File: src/rtl/elevator_pkg.sv
// Shared types for the SCAN elevator controller: FSM state codes and
// motor direction encodings.
package elevator_pkg;

  typedef enum logic [2:0] {
    ST_IDLE  = 3'd0,
    ST_UP    = 3'd1,
    ST_DOWN  = 3'd2,
    ST_DOOR  = 3'd3,
    ST_EMERG = 3'd4
  } state_e;

  localparam logic DIR_UP   = 1'b1;
  localparam logic DIR_DOWN = 1'b0;

endpackage

File: src/rtl/elevator_call_reg.sv
// Pending-call register for the elevator: latches call pulses, clears the
// served floor, and reduces the calls to above/below/here relative to the cab.
module elevator_call_reg
  import elevator_pkg::*;
#(
  parameter int N_FLOORS = 8,
  parameter int FLOOR_W  = $clog2(N_FLOORS)
) (
  input  logic                clock,
  input  logic                reset,
  input  logic [N_FLOORS-1:0] call_req,
  input  logic [FLOOR_W-1:0]  current_floor,
  input  logic                clear_here,
  input  logic                flush,
  output logic [N_FLOORS-1:0] pending,
  output logic                above,
  output logic                below,
  output logic                here
);

  logic [N_FLOORS-1:0] pending_q;
  logic [N_FLOORS-1:0] pending_d;
  logic [N_FLOORS-1:0] clear_mask;

  // An out-of-range floor matches no bit, so nothing is cleared or reported as here.
  always_comb begin
    clear_mask = '0;
    for (int i = 0; i < N_FLOORS; i++) begin
      if (clear_here && (current_floor == FLOOR_W'(i))) clear_mask[i] = 1'b1;
    end
    pending_d = flush ? '0 : ((pending_q | call_req) & ~clear_mask);
  end

  always_comb begin
    above = 1'b0;
    below = 1'b0;
    here  = 1'b0;
    for (int i = 0; i < N_FLOORS; i++) begin
      if (pending_q[i] && (FLOOR_W'(i) > current_floor)) above = 1'b1;
      if (pending_q[i] && (FLOOR_W'(i) < current_floor)) below = 1'b1;
      if ((pending_q[i] || call_req[i]) && (FLOOR_W'(i) == current_floor)) here = 1'b1;
    end
  end

  always_ff @(posedge clock or posedge reset) begin
    if (reset) pending_q <= '0;
    else       pending_q <= pending_d;
  end

  assign pending = pending_q;

endmodule

File: src/rtl/elevator_scan_ctrl.sv
// N-floor SCAN elevator controller: serves latched calls in collective order,
// holds the door open for a timed stop, and returns to ground on emergency.
module elevator_scan_ctrl
  import elevator_pkg::*;
#(
  parameter int N_FLOORS    = 8,
  parameter int FLOOR_W     = $clog2(N_FLOORS),
  parameter int DOOR_CYCLES = 4
) (
  input  logic                clock,
  input  logic                reset,
  input  logic                emergency,
  input  logic [FLOOR_W-1:0]  current_floor,
  input  logic [N_FLOORS-1:0] call_req,
  output logic                motor_on,
  output logic                motor_dir,
  output logic                door_open,
  output logic [2:0]          state_led,
  output logic [N_FLOORS-1:0] pending
);

  localparam int TIMER_W = $clog2(DOOR_CYCLES + 1);
  localparam logic [TIMER_W-1:0] TIMER_LOAD = TIMER_W'(DOOR_CYCLES - 1);

  state_e             state_q, state_d;
  logic [TIMER_W-1:0] timer_q, timer_d;
  logic               last_dir_q, last_dir_d;
  logic               above, below, here;
  logic               floor_valid, at_ground, clear_here, flush;

  assign floor_valid = ({1'b0, current_floor} < (FLOOR_W + 1)'(N_FLOORS));
  assign at_ground   = (current_floor == '0);
  assign clear_here  = (state_d == ST_DOOR);
  assign flush       = (state_d == ST_EMERG) || (state_q == ST_EMERG);

  elevator_call_reg #(
    .N_FLOORS(N_FLOORS),
    .FLOOR_W (FLOOR_W)
  ) u_call_reg (
    .clock        (clock),
    .reset        (reset),
    .call_req     (call_req),
    .current_floor(current_floor),
    .clear_here   (clear_here),
    .flush        (flush),
    .pending      (pending),
    .above        (above),
    .below        (below),
    .here         (here)
  );

  // A bad floor reading freezes the FSM; emergency and its release still act.
  always_comb begin
    state_d    = state_q;
    timer_d    = timer_q;
    last_dir_d = last_dir_q;
    if (emergency) begin
      state_d = ST_EMERG;
    end else if (state_q == ST_EMERG) begin
      state_d = ST_IDLE;
    end else if (floor_valid) begin
      case (state_q)
        ST_IDLE: begin
          if (here) begin
            state_d = ST_DOOR;
            timer_d = TIMER_LOAD;
          end else if (above) begin
            state_d    = ST_UP;
            last_dir_d = DIR_UP;
          end else if (below) begin
            state_d    = ST_DOWN;
            last_dir_d = DIR_DOWN;
          end
        end
        ST_UP: begin
          if (here) begin
            state_d = ST_DOOR;
            timer_d = TIMER_LOAD;
          end else if (!above) begin
            if (below) begin
              state_d    = ST_DOWN;
              last_dir_d = DIR_DOWN;
            end else begin
              state_d = ST_IDLE;
            end
          end
        end
        ST_DOWN: begin
          if (here) begin
            state_d = ST_DOOR;
            timer_d = TIMER_LOAD;
          end else if (!below) begin
            if (above) begin
              state_d    = ST_UP;
              last_dir_d = DIR_UP;
            end else begin
              state_d = ST_IDLE;
            end
          end
        end
        ST_DOOR: begin
          if (here) begin
            timer_d = TIMER_LOAD;
          end else if (timer_q != '0) begin
            timer_d = timer_q - TIMER_W'(1);
          end else if (last_dir_q == DIR_UP) begin
            if (above) state_d = ST_UP;
            else if (below) begin
              state_d    = ST_DOWN;
              last_dir_d = DIR_DOWN;
            end else state_d = ST_IDLE;
          end else begin
            if (below) state_d = ST_DOWN;
            else if (above) begin
              state_d    = ST_UP;
              last_dir_d = DIR_UP;
            end else state_d = ST_IDLE;
          end
        end
        default: state_d = ST_IDLE;
      endcase
    end
  end

  always_ff @(posedge clock or posedge reset) begin
    if (reset) begin
      state_q    <= ST_IDLE;
      timer_q    <= '0;
      last_dir_q <= DIR_DOWN;
    end else begin
      state_q    <= state_d;
      timer_q    <= timer_d;
      last_dir_q <= last_dir_d;
    end
  end

  always_comb begin
    motor_on  = 1'b0;
    motor_dir = DIR_DOWN;
    door_open = 1'b0;
    case (state_q)
      ST_UP: begin
        motor_on  = floor_valid;
        motor_dir = DIR_UP;
      end
      ST_DOWN: motor_on = floor_valid;
      ST_DOOR: door_open = 1'b1;
      ST_EMERG: begin
        if (at_ground) door_open = 1'b1;
        else           motor_on  = 1'b1;
      end
      default: ;
    endcase
  end

  assign state_led = state_q;

endmodule

File: config.mk
export PLATFORM = sky130hd
export DESIGN_NAME = elevator_scan_ctrl
export DESIGN_NICKNAME = d
export VERILOG_FILES = /design/src/rtl/elevator_pkg.sv /design/src/rtl/elevator_call_reg.sv /design/src/rtl/elevator_scan_ctrl.sv
export SDC_FILE = /design/constraint.sdc
export NUM_CORES = 1
export LEC_CHECK = 0
export BUFFER_PORTS_ARGS = -buffer_cell sky130_fd_sc_hd__buf_2
export CAP_MARGIN = 20
export CORE_UTILIZATION = 30
export CTS_CLUSTER_SIZE = 28
export DETAILED_ROUTE_END_ITERATION = 8
export SETUP_SLACK_MARGIN = 0.3
export SYNTH_ARGS = -nofsm -noshare
export SYNTH_HDL_FRONTEND = slang
export SYNTH_SLANG_ARGS = --single-unit
File: constraint.sdc
create_clock -name clock -period 2.3 [get_ports clock]
set_input_delay 0.115 -clock clock [delete_from_list [all_inputs] [get_ports clock]]
set_output_delay 0.115 -clock clock [all_outputs]
set_load 0.01 [all_outputs]
==> results of run 1 <==
[area by class of cell]
| cell class | count | area share, % |
|---|---|---|
| Multi-Input combinational cell | 93 | 48.9 |
| Timing Repair Buffer | 30 | 12.8 |
| Tap cell | 46 | 4.54 |
| Inverter | 7 | 2.07 |
| Clock buffer | 4 | 2.07 |
| Sequential cell | 15 | 29.6 |
[sequential cells by signal, summed over array words and instances, names as in the netlist]
register and count:
last_dir_q 1, u_call_reg.pending 8, timer_q 3, state_led 3
[final timing paths]
kind | from | endpoint | slack [ns] | cells after the start
min reg2reg | last_dir_q | last_dir_q | 0.51 | 1
max reg2reg | u_call_reg.pending[3] | u_call_reg.pending[7] | 0.45 | 5
min in group asynchronous | reset | state_led[2] | 0.43 | 3
max in group asynchronous | reset | u_call_reg.pending[7] | 1.48 | 3
max | u_call_reg.pending[3] | u_call_reg.pending[7] | 0.45 | 5
min | call_req[4] | u_call_reg.pending[4] | 0.15 | 3
[cells in the final DEF (no fill, tap or decap), types with 2 or more instances in the layout]
| cell | n |
|---|---|
| a211oi_1 | 4 |
| a21boi_0 | 2 |
| a21o_1 | 5 |
| a21oi_1 | 11 |
| a22o_1 | 2 |
| a311oi_1 | 2 |
| a31oi_1 | 3 |
| buf_2 | 27 |
| clkbuf_4 | 3 |
| dfrtp_1 | 15 |
| dlygate4sd3_1 | 2 |
| ha_1 | 2 |
| inv_1 | 6 |
| mux4_2 | 2 |
| nand2_1 | 7 |
| nor2_1 | 12 |
| nor2b_1 | 3 |
| nor3_1 | 6 |
| nor3b_1 | 2 |
| o21ai_0 | 10 |
| o21bai_1 | 2 |
| o22ai_1 | 3 |
| or2_2 | 2 |
[repair_timing]
item,in CTS,in global routing
setup buffers,0,0
hold endpoints to repair,16,0
hold buffers,2,0
[stage by stage]
stage	worst slack [ns]	instances	utilization, %	instance area, um2
after floorplan	0.588	124	-	1070
after global placement	0.475	189	36.3	1220
after detailed placement	0.425	189	36.3	1220
after CTS	0.458	195	37.7	1270
after global routing	0.361	195	37.7	1270
final	0.451	195	37.7	1270
[kinds of logic (layout without fill, tap and decap cells)]
| group | count (synthesis) | in the layout | synth area share, % |
|---|---|---|---|
| AOI/OAI and AO/OA | 52 | 52 | 34.1 |
| xor gates and xnor gates | 1 | 1 | 0.820 |
| adders and majority gates | 2 | 2 | 2.34 |
| buffers and inverters | 16 | 41 | 6.91 |
| DFF | 15 | 15 | 35.1 |
| muxes | 2 | 2 | 4.22 |
| and+or+nand+nor | 36 | 36 | 16.5 |
[per-layer routing]
layer	part of all wire, %	wire (um)
met2	46	1290
met5	0	0
met1	46	1280
met4	1.0	28
met3	7.1	198
[critical path: cells and delay by family (launching register included)]
kind            cells  cell delay (ns)
simple gates        1             0.11
mux                 1             0.52
flops               1             0.42
compound gates      3             0.67
[power by group through the flow]
stage / Clock (mW) / Combinational, mW / Sequential [mW]
after CTS: 0.160 / 0.209 / 0.321
after floorplan: 0 / 0.144 / 0.325
after detailed placement: 0 / 0.206 / 0.327
final: 0.149 / 0.210 / 0.321
after global placement: 0 / 0.202 / 0.325
after global routing: 0.171 / 0.235 / 0.327
==> flow_summary.json, run 1 <==
{
  "core-area_um2": 3360,
  "finClkSkew_ns": 0.00317,
  "cpPeakStageDelay_ns": 0.52,
  "drv_slew": 0,
  "tritoncts": "built",
  "diodes": 0,
  "avgRoutedWirePerCell_um": 14.3,
  "cp-start-kind": "register",
  "synth_edf_count": 0,
  "seqPwrFrac_pct": 47.2,
  "slew_headroom_pct": 60.5,
  "path_max_fanout": 9,
  "die_area_um2": 3800,
  "status": "finished clean",
  "worstHoldPathType": "input port to register",
  "power.switching_mw": 0.229,
  "tightest_slew_ns": 0.592,
  "worstSetupPathType": "register to register",
  "register_area_um2": 375,
  "grt_use_met1_pct": 24.5,
  "cts_resized": 0,
  "gp_congestion": 0.863,
  "die_w_um": 61.7,
  "rsz0062_at_grt": "no",
  "htreeDepth": 1,
  "power.leakage_nw": 0.600,
  "yosys_register_bits": 15,
  "drcViolationCount": 0,
  "avgSynthCellArea_um2": 8.62,
  "p_sw_share_pct": 33.7,
  "hpwl_mm": 2.12,
  "power_mw": 0.681,
  "viasPerCell": 5.41,
  "final_nets": 166,
  "synthTopCellsByCount": "15 x dfrtp_1, 12 x nor2_1, 11 x a21oi_1",
  "io_pins": 28,
  "nFillCells": 387,
  "port_buffers": 27,
  "synth_area_leaders": "dfrtp_1 35%, a21oi_1 5.2%, o21ai_0 4.7%",
  "synthFlopType": "dfrtp_1",
  "power_frac_comb_pct": 30.9,
  "cts_buffer_depth": 2,
  "cts.reportedPaths.clkPinSlew_ns": 0.09,
  "grt_pass1_vias": 955,
  "async_flop_share_pct": 100,
  "ant_nets": 0,
  "finalSetupViolations": 0,
  "drt_iter0_markers": 46,
  "synth_top_cell_area_share_pct": 35.1,
  "grtUsageTotal_pct": 17.2,
  "multi_input_area_um2": 619,
  "crit_chain": "nor2_1 > a21o_1 > mux4_2 > a21oi_4 > a41oi_1",
  "post-route-min-period_ns": 1.85,
  "finalHoldViolCount": 0,
  "overflow": 0,
  "antenna_found_initial": 0,
  "cts-buffers-inserted": 3,
  "root_buffer": "clkbuf_4",
  "top_usage_layer": "met2",
  "yosysSeqAreaShare_pct": 35.1,
  "synth_area_um2": 1070,
  "grt_pass1_wl_mm": 4.75,
  "critical_path_required_ns": 2.44,
  "row_count": 21,
  "synth_cells": 124,
  "firstDrtPassIters": 4,
  "cp.arrival_ns": 1.99,
  "syn_nets": 140,
  "fin_crit_sh_pct": 80.4,
  "slowest_stage": "mux4_2",
  "timing.fmax_mhz": 541,
  "clkSinkCount": 15,
  "die_h_um": 61.7,
  "clkPwrFrac_pct": 21.9,
  "grt_max_degree": 25,
  "finalWirelength_mm": 2.80,
  "yosysWarnings": 0,
  "initial_core_util_pct": 31.8,
  "maxCapViolCount": 0,
  "syn_to_final_growth_pct": 18.6,
  "cp-end-kind": "register",
  "clock_latency_ns": 0.28,
  "met3_usage_pct": 4.20,
  "post_synth_num_cell_types": 39,
  "drive_gt1_share_pct": 26.8,
  "synth.most_common_cell": "dfrtp_1",
  "use_met2_pct": 26.4,
  "finalSetupTns_ns": 0,
  "fin_hold_ws_ns": 0.152,
  "p_per_area_nw_per_um2": 537,
  "ir_drop_uv": 337,
  "intPower_mw": 0.452,
  "yosysTopAreaCell": "dfrtp_1",
  "via_count": 1054
}
(Power assumes the default switching activity.)
==> run 2, diff against run 1 <==
==> constraint.sdc (replaced) <==
create_clock -name clock -period 1.9 [get_ports clock]
set_input_delay 0.095 -clock clock [delete_from_list [all_inputs] [get_ports clock]]
set_output_delay 0.095 -clock clock [all_outputs]
set_load 0.01 [all_outputs]
==> flow_summary.json, run 2 (synthesis gave the netlist of run 1 again) <==
{
  "p_per_area_nw_per_um2": 620,
  "drive_gt1_share_pct": 41.7,
  "overflow": 0,
  "drcViolationCount": 0,
  "ant_nets": 0,
  "hpwl_mm": 2.13,
  "cts-buffers-inserted": 3,
  "mostFrequentLayoutCells": "27 x buf_2, 14 x dfrtp_1, 13 x buf_4, 10 x a21oi_1",
  "drt_iter0_markers": 60,
  "slowest_stage": "mux4_2",
  "timing.fmax_mhz": 590,
  "fin_crit_sh_pct": 89.2,
  "met3_usage_pct": 3.36,
  "antenna_found_initial": 0,
  "status": "finished clean",
  "finalSetupTns_ns": 0,
  "clock_latency_ns": 0.29,
  "clkPwrFrac_pct": 21.7,
  "power_mw": 0.898,
  "nFillCells": 364,
  "via_count": 1149,
  "htreeDepth": 1,
  "port_buffers": 27,
  "grt_max_degree": 19,
  "drv_slew": 0,
  "root_buffer": "clkbuf_4",
  "grt_pass1_wl_mm": 4.71,
  "cts_buffer_depth": 2,
  "r2r_slack_ns": 0.21,
  "largest_register_ffs": 8,
  "io_pins": 28,
  "path_max_fanout": 6,
  "grt_use_met1_pct": 21.9,
  "post-route-min-period_ns": 1.69,
  "cpPeakStageDelay_ns": 0.51,
  "die_w_um": 61.7,
  "maxCapViolCount": 0,
  "cp-start-kind": "register",
  "final_nets": 180,
  "die_h_um": 61.7,
  "p_sw_share_pct": 34.8,
  "die_area_um2": 3800,
  "rsz0062_at_grt": "yes",
  "power.leakage_nw": 0.689,
  "use_met2_pct": 28.3,
  "finalSetupViolations": 0,
  "avgRoutedWirePerCell_um": 14.5,
  "initial_core_util_pct": 31.8,
  "power_frac_comb_pct": 36.1,
  "syn_to_final_growth_pct": 35.6,
  "worstHoldPathType": "input port to register",
  "core-area_um2": 3360,
  "finalWirelength_mm": 3.03,
  "intPower_mw": 0.585,
  "tightest_slew_ns": 0.579,
  "finClkSkew_ns": 0.00744,
  "viasPerCell": 5.50,
  "slew_headroom_pct": 61.3,
  "crit_chain": "nor2_4 > a21o_1 > mux4_2 > a21oi_4 > buf_6 > a311oi_2",
  "firstDrtPassIters": 4,
  "tritoncts": "built",
  "finalHoldViolCount": 0,
  "critical_path_required_ns": 2.07,
  "diodes": 0,
  "cp-end-kind": "register",
  "row_count": 21,
  "grtUsageTotal_pct": 17.2,
  "dpl_cell_area_um2": 1270,
  "seqPwrFrac_pct": 42.2,
  "cp.arrival_ns": 1.87,
  "gp_congestion": 0.865,
  "worstSetupPathType": "register to register",
  "stdcell_area_um2": 1450,
  "top_usage_layer": "met2",
  "power.switching_mw": 0.313,
  "grt_pass1_vias": 1019,
  "clkSinkCount": 15,
  "ir_drop_uv": 263,
  "cts.reportedPaths.clkPinSlew_ns": 0.10,
  "final_common_cell": "buf_2"
}
[run 2: cell count changes in the layout (fill, tap and decap cells not counted), sizes merged]
cell | before | now
buf | 28 | 42
[run 2: power by group through the flow]
stage                     clock network, mW  registers [mW]  logic [mW]
final                                 0.195           0.379       0.325
after global routing                  0.216           0.383       0.352
after CTS                             0.195           0.378       0.314
after detailed placement                  0           0.394       0.266
after global placement                    0           0.393       0.261
after floorplan                           0           0.396       0.180
[run 2: repair_timing]
action / 4_1_cts / 5_1_grt
pin swaps: 1 / 8
resized for setup: 4 / 6
hold buffers: 2 / 0
buffers inserted: 11 / 1
setup endpoints to repair: 12 / 14
cloned: 0 / 0
hold endpoints to repair: 16 / 0
[run 2: worst max-delay path, delay by kind of cell, from the launching register on]
family,cells,cell delay (ns)
and+or+nand+nor,1,0.07
DFF,1,0.41
buffers and inverters,1,0.16
AOI/OAI and AO/OA,3,0.42
muxes,1,0.51
[run 2: cell type report]
| type | instances | area [um2] | area share, % |
|---|---|---|---|
| Timing Repair Buffer | 44 | 275 | 19.0 |
| Tap cell | 46 | 57.6 | 3.97 |
| Sequential cell | 15 | 377 | 26.0 |
| Multi-Input combinational cell | 93 | 687 | 47.4 |
| Inverter | 7 | 26.3 | 1.81 |
| Clock buffer | 4 | 26.3 | 1.81 |
[run 2: worst paths after layout]
kind,from,endpoint,depth (start not counted)
min in group asynchronous,reset,u_call_reg.pending[7],3
setup / recovery,u_call_reg.pending[5],u_call_reg.pending[3],6
max in group asynchronous,reset,u_call_reg.pending[4],3
hold reg to reg,last_dir_q,last_dir_q,1
setup reg to reg,u_call_reg.pending[5],u_call_reg.pending[3],6
hold / removal,call_req[4],u_call_reg.pending[4],3
[run 2: through the flow]
| stage | worst slack, ns | std cells | util [%] | hold slack, ns |
|---|---|---|---|---|
| floorplan | 0.264 | 124 | - | -0.00359 |
| global placement | 0.153 | 191 | 37.8 | 0.190 |
| detailed placement | 0.0660 | 191 | 37.8 | 0.191 |
| CTS | 0.234 | 208 | 42.2 | 0.115 |
| global route | 0.173 | 209 | 43.1 | 0.117 |
| finish | 0.205 | 209 | 43.1 | 0.118 |
[run 2: per-layer routing]
layer / routed length [um] / vias up
met5: 0 / -
met4: 67 / 0
met3: 164 / 9
met2: 1520 / 50
met1: 1280 / 554
li1: - / 536
==> run 3, diff against run 2 <==
--- a/config.mk
+++ b/config.mk
@@ -7,9 +7,12 @@
 export LEC_CHECK = 0
 export BUFFER_PORTS_ARGS = -buffer_cell sky130_fd_sc_hd__buf_2
 export CAP_MARGIN = 20
+export CELL_PAD_IN_SITES_DETAIL_PLACEMENT = 1
+export CELL_PAD_IN_SITES_GLOBAL_PLACEMENT = 1
 export CORE_UTILIZATION = 30
 export CTS_CLUSTER_SIZE = 28
 export DETAILED_ROUTE_END_ITERATION = 8
+export PLACE_DENSITY_LB_ADDON = 0.1
 export SETUP_SLACK_MARGIN = 0.3
 export SYNTH_ARGS = -nofsm -noshare
 export SYNTH_HDL_FRONTEND = slang
==> flow_summary.json, run 3 (synthesis gave the netlist of run 1 again) <==
{
  "cts-buffers-inserted": 3,
  "overflow": 0,
  "tightest_slew_ns": 0.646,
  "r2r_slack_ns": 0.24,
  "dp.cells": 194,
  "clkSinkCount": 15,
  "drive_gt1_share_pct": 40.9,
  "min_path_cells": 3,
  "mostFrequentLayoutCells": "27 x buf_2, 15 x buf_4, 14 x dfrtp_1, 11 x a21oi_1, 9 x nor2_1",
  "multi_input_area_um2": 678,
  "cpLargestDelayFamily": "multiplexers",
  "syn_to_final_growth_pct": 35.1,
  "htreeDepth": 1,
  "grt_max_degree": 16,
  "worstSetupPathType": "register to register",
  "initial_core_util_pct": 31.8,
  "post-route-min-period_ns": 1.66,
  "seqPwrFrac_pct": 41.5,
  "via_count": 1101,
  "grtUsageTotal_pct": 20.3,
  "core-area_um2": 3360,
  "die_h_um": 61.7,
  "rsz0062_at_grt": "yes",
  "finClkSkew_ns": 0.00613,
  "finalWirelength_mm": 3.39,
  "slowest_stage": "mux4_2",
  "gp_congestion": 0.812,
  "root_buffer": "clkbuf_4",
  "cts.reportedPaths.clkPinSlew_ns": 0.11,
  "cp-end-kind": "register",
  "path_max_fanout": 4,
  "avgRoutedWirePerCell_um": 16.1,
  "row_count": 21,
  "maxCapViolCount": 0,
  "worst-path-buf-inv": 1,
  "grt_pass1_wl_mm": 5.52,
  "diodes": 0,
  "hpwl_mm": 2.50,
  "fin_cells": 210,
  "clkPwrFrac_pct": 22.4,
  "tritoncts": "built",
  "worstHoldPathType": "input port to register",
  "port_buffers": 27,
  "critical_path_required_ns": 2.08,
  "firstDrtPassIters": 4,
  "finalWorstSetupSlack_ns": 0.243,
  "register_area_um2": 377,
  "ant_nets": 0,
  "cts_buffer_depth": 2,
  "timing.fmax_mhz": 604,
  "p_sw_share_pct": 35.7,
  "dpl_worst_slack_ns": 0.102,
  "crit_chain": "nor2_2 > a21o_1 > mux4_2 > a21oi_4 > buf_4 > a41oi_2",
  "cp.arrival_ns": 1.84,
  "ir_drop_uv": 225,
  "power_frac_comb_pct": 36.0,
  "hold_end": "u_call_reg.pending[0]",
  "final_common_cell": "buf_2",
  "hold_start": "call_req[0]",
  "r2r-start": "u_call_reg.pending[1]",
  "status": "finished clean",
  "fin_crit_sh_pct": 87.2,
  "die_area_um2": 3800,
  "grt_pass1_vias": 1145,
  "drt_iter0_markers": 24,
  "antenna_found_initial": 0,
  "clock_latency_ns": 0.30,
  "worstReg2RegEnd": "u_call_reg.pending[7]",
  "viasPerCell": 5.24,
  "intPower_mw": 0.586,
  "drcViolationCount": 0,
  "io_pins": 28,
  "finalSetupViolations": 0,
  "final_util_pct": 42.9,
  "finalHoldViolCount": 0,
  "power.leakage_nw": 0.692,
  "drv_slew": 0,
  "die_w_um": 61.7,
  "finalSetupTns_ns": 0,
  "largest_register_ffs": 8,
  "r2r_cells": 6,
  "cp-start-kind": "register",
  "cpPeakStageDelay_ns": 0.53,
  "slew_headroom_pct": 56.9,
  "power.switching_mw": 0.325,
  "nFillCells": 440,
  "p_per_area_nw_per_um2": 631,
  "final_nets": 181
}
==> run 3: power groups by stage <==
stage,clock network [mW],registers [mW],logic [mW]
finish,0.204,0.378,0.328
CTS,0.207,0.377,0.326
global route,0.220,0.381,0.361
floorplan,0,0.396,0.180
global placement,0,0.390,0.280
detailed placement,0,0.391,0.283
==> run 3: timing repair <==
| item | CTS | global route |
|---|---|---|
| hold buffers | 2 | 0 |
| setup endpoints to repair | 14 | 13 |
| pin swaps | 4 | 4 |
| resized for setup | 5 | 4 |
| cloned | 0 | 0 |
| hold endpoints to repair | 16 | 0 |
| setup buffers | 10 | 0 |
==> run 3: cell type report <==
type	count	area share, %
multi-input cells	93	47.0
flip-flops and latches	15	26.1
repair buffers	45	19.3
well taps	46	3.99
clock buffers	4	1.82
inverters	7	1.82
==> run 3: tightest hold or removal path: stages <==
cell and delay (ns):
buf_2 0.10, o21ai_0 0.08, a21oi_1 0.11
==> run 3: metrics by stage <==
step | hold slack, ns | cell area [um2] | total power, mW
2_1_floorplan | -0.00359 | 1120 | 0.576
3_3_place_gp | 0.215 | 1290 | 0.670
3_5_place_dp | 0.218 | 1290 | 0.674
4_1_cts | 0.113 | 1430 | 0.910
5_1_grt | 0.126 | 1440 | 0.961
6_report | 0.115 | 1440 | 0.911
==> run 3: how the worst max path moves through the flow <==
stage / cells past startpoint / from / slack (ns) / endpoint
2_1_floorplan: 5 / u_call_reg.pending[0] / 0.26 / u_call_reg.pending[7]
3_3_place_gp: 5 / u_call_reg.pending[1] / 0.15 / u_call_reg.pending[1]
3_5_place_dp: 6 / current_floor[0] / 0.10 / u_call_reg.pending[7]
4_1_cts: 5 / u_call_reg.pending[4] / 0.23 / timer_q[2]
5_1_grt: 5 / u_call_reg.pending[4] / 0.19 / timer_q[2]
6_report: 6 / u_call_reg.pending[1] / 0.24 / u_call_reg.pending[7]
==> run 3: per-layer routing <==
layer  wire [um]  global-route usage [%]  vias to the layer above
li1            -                       -                      539
met1        1700                    28.8                      536
met2        1550                    31.8                       22
met3         103                    2.31                        4
met4          31                    7.30                        0
met5           0                       0                        -
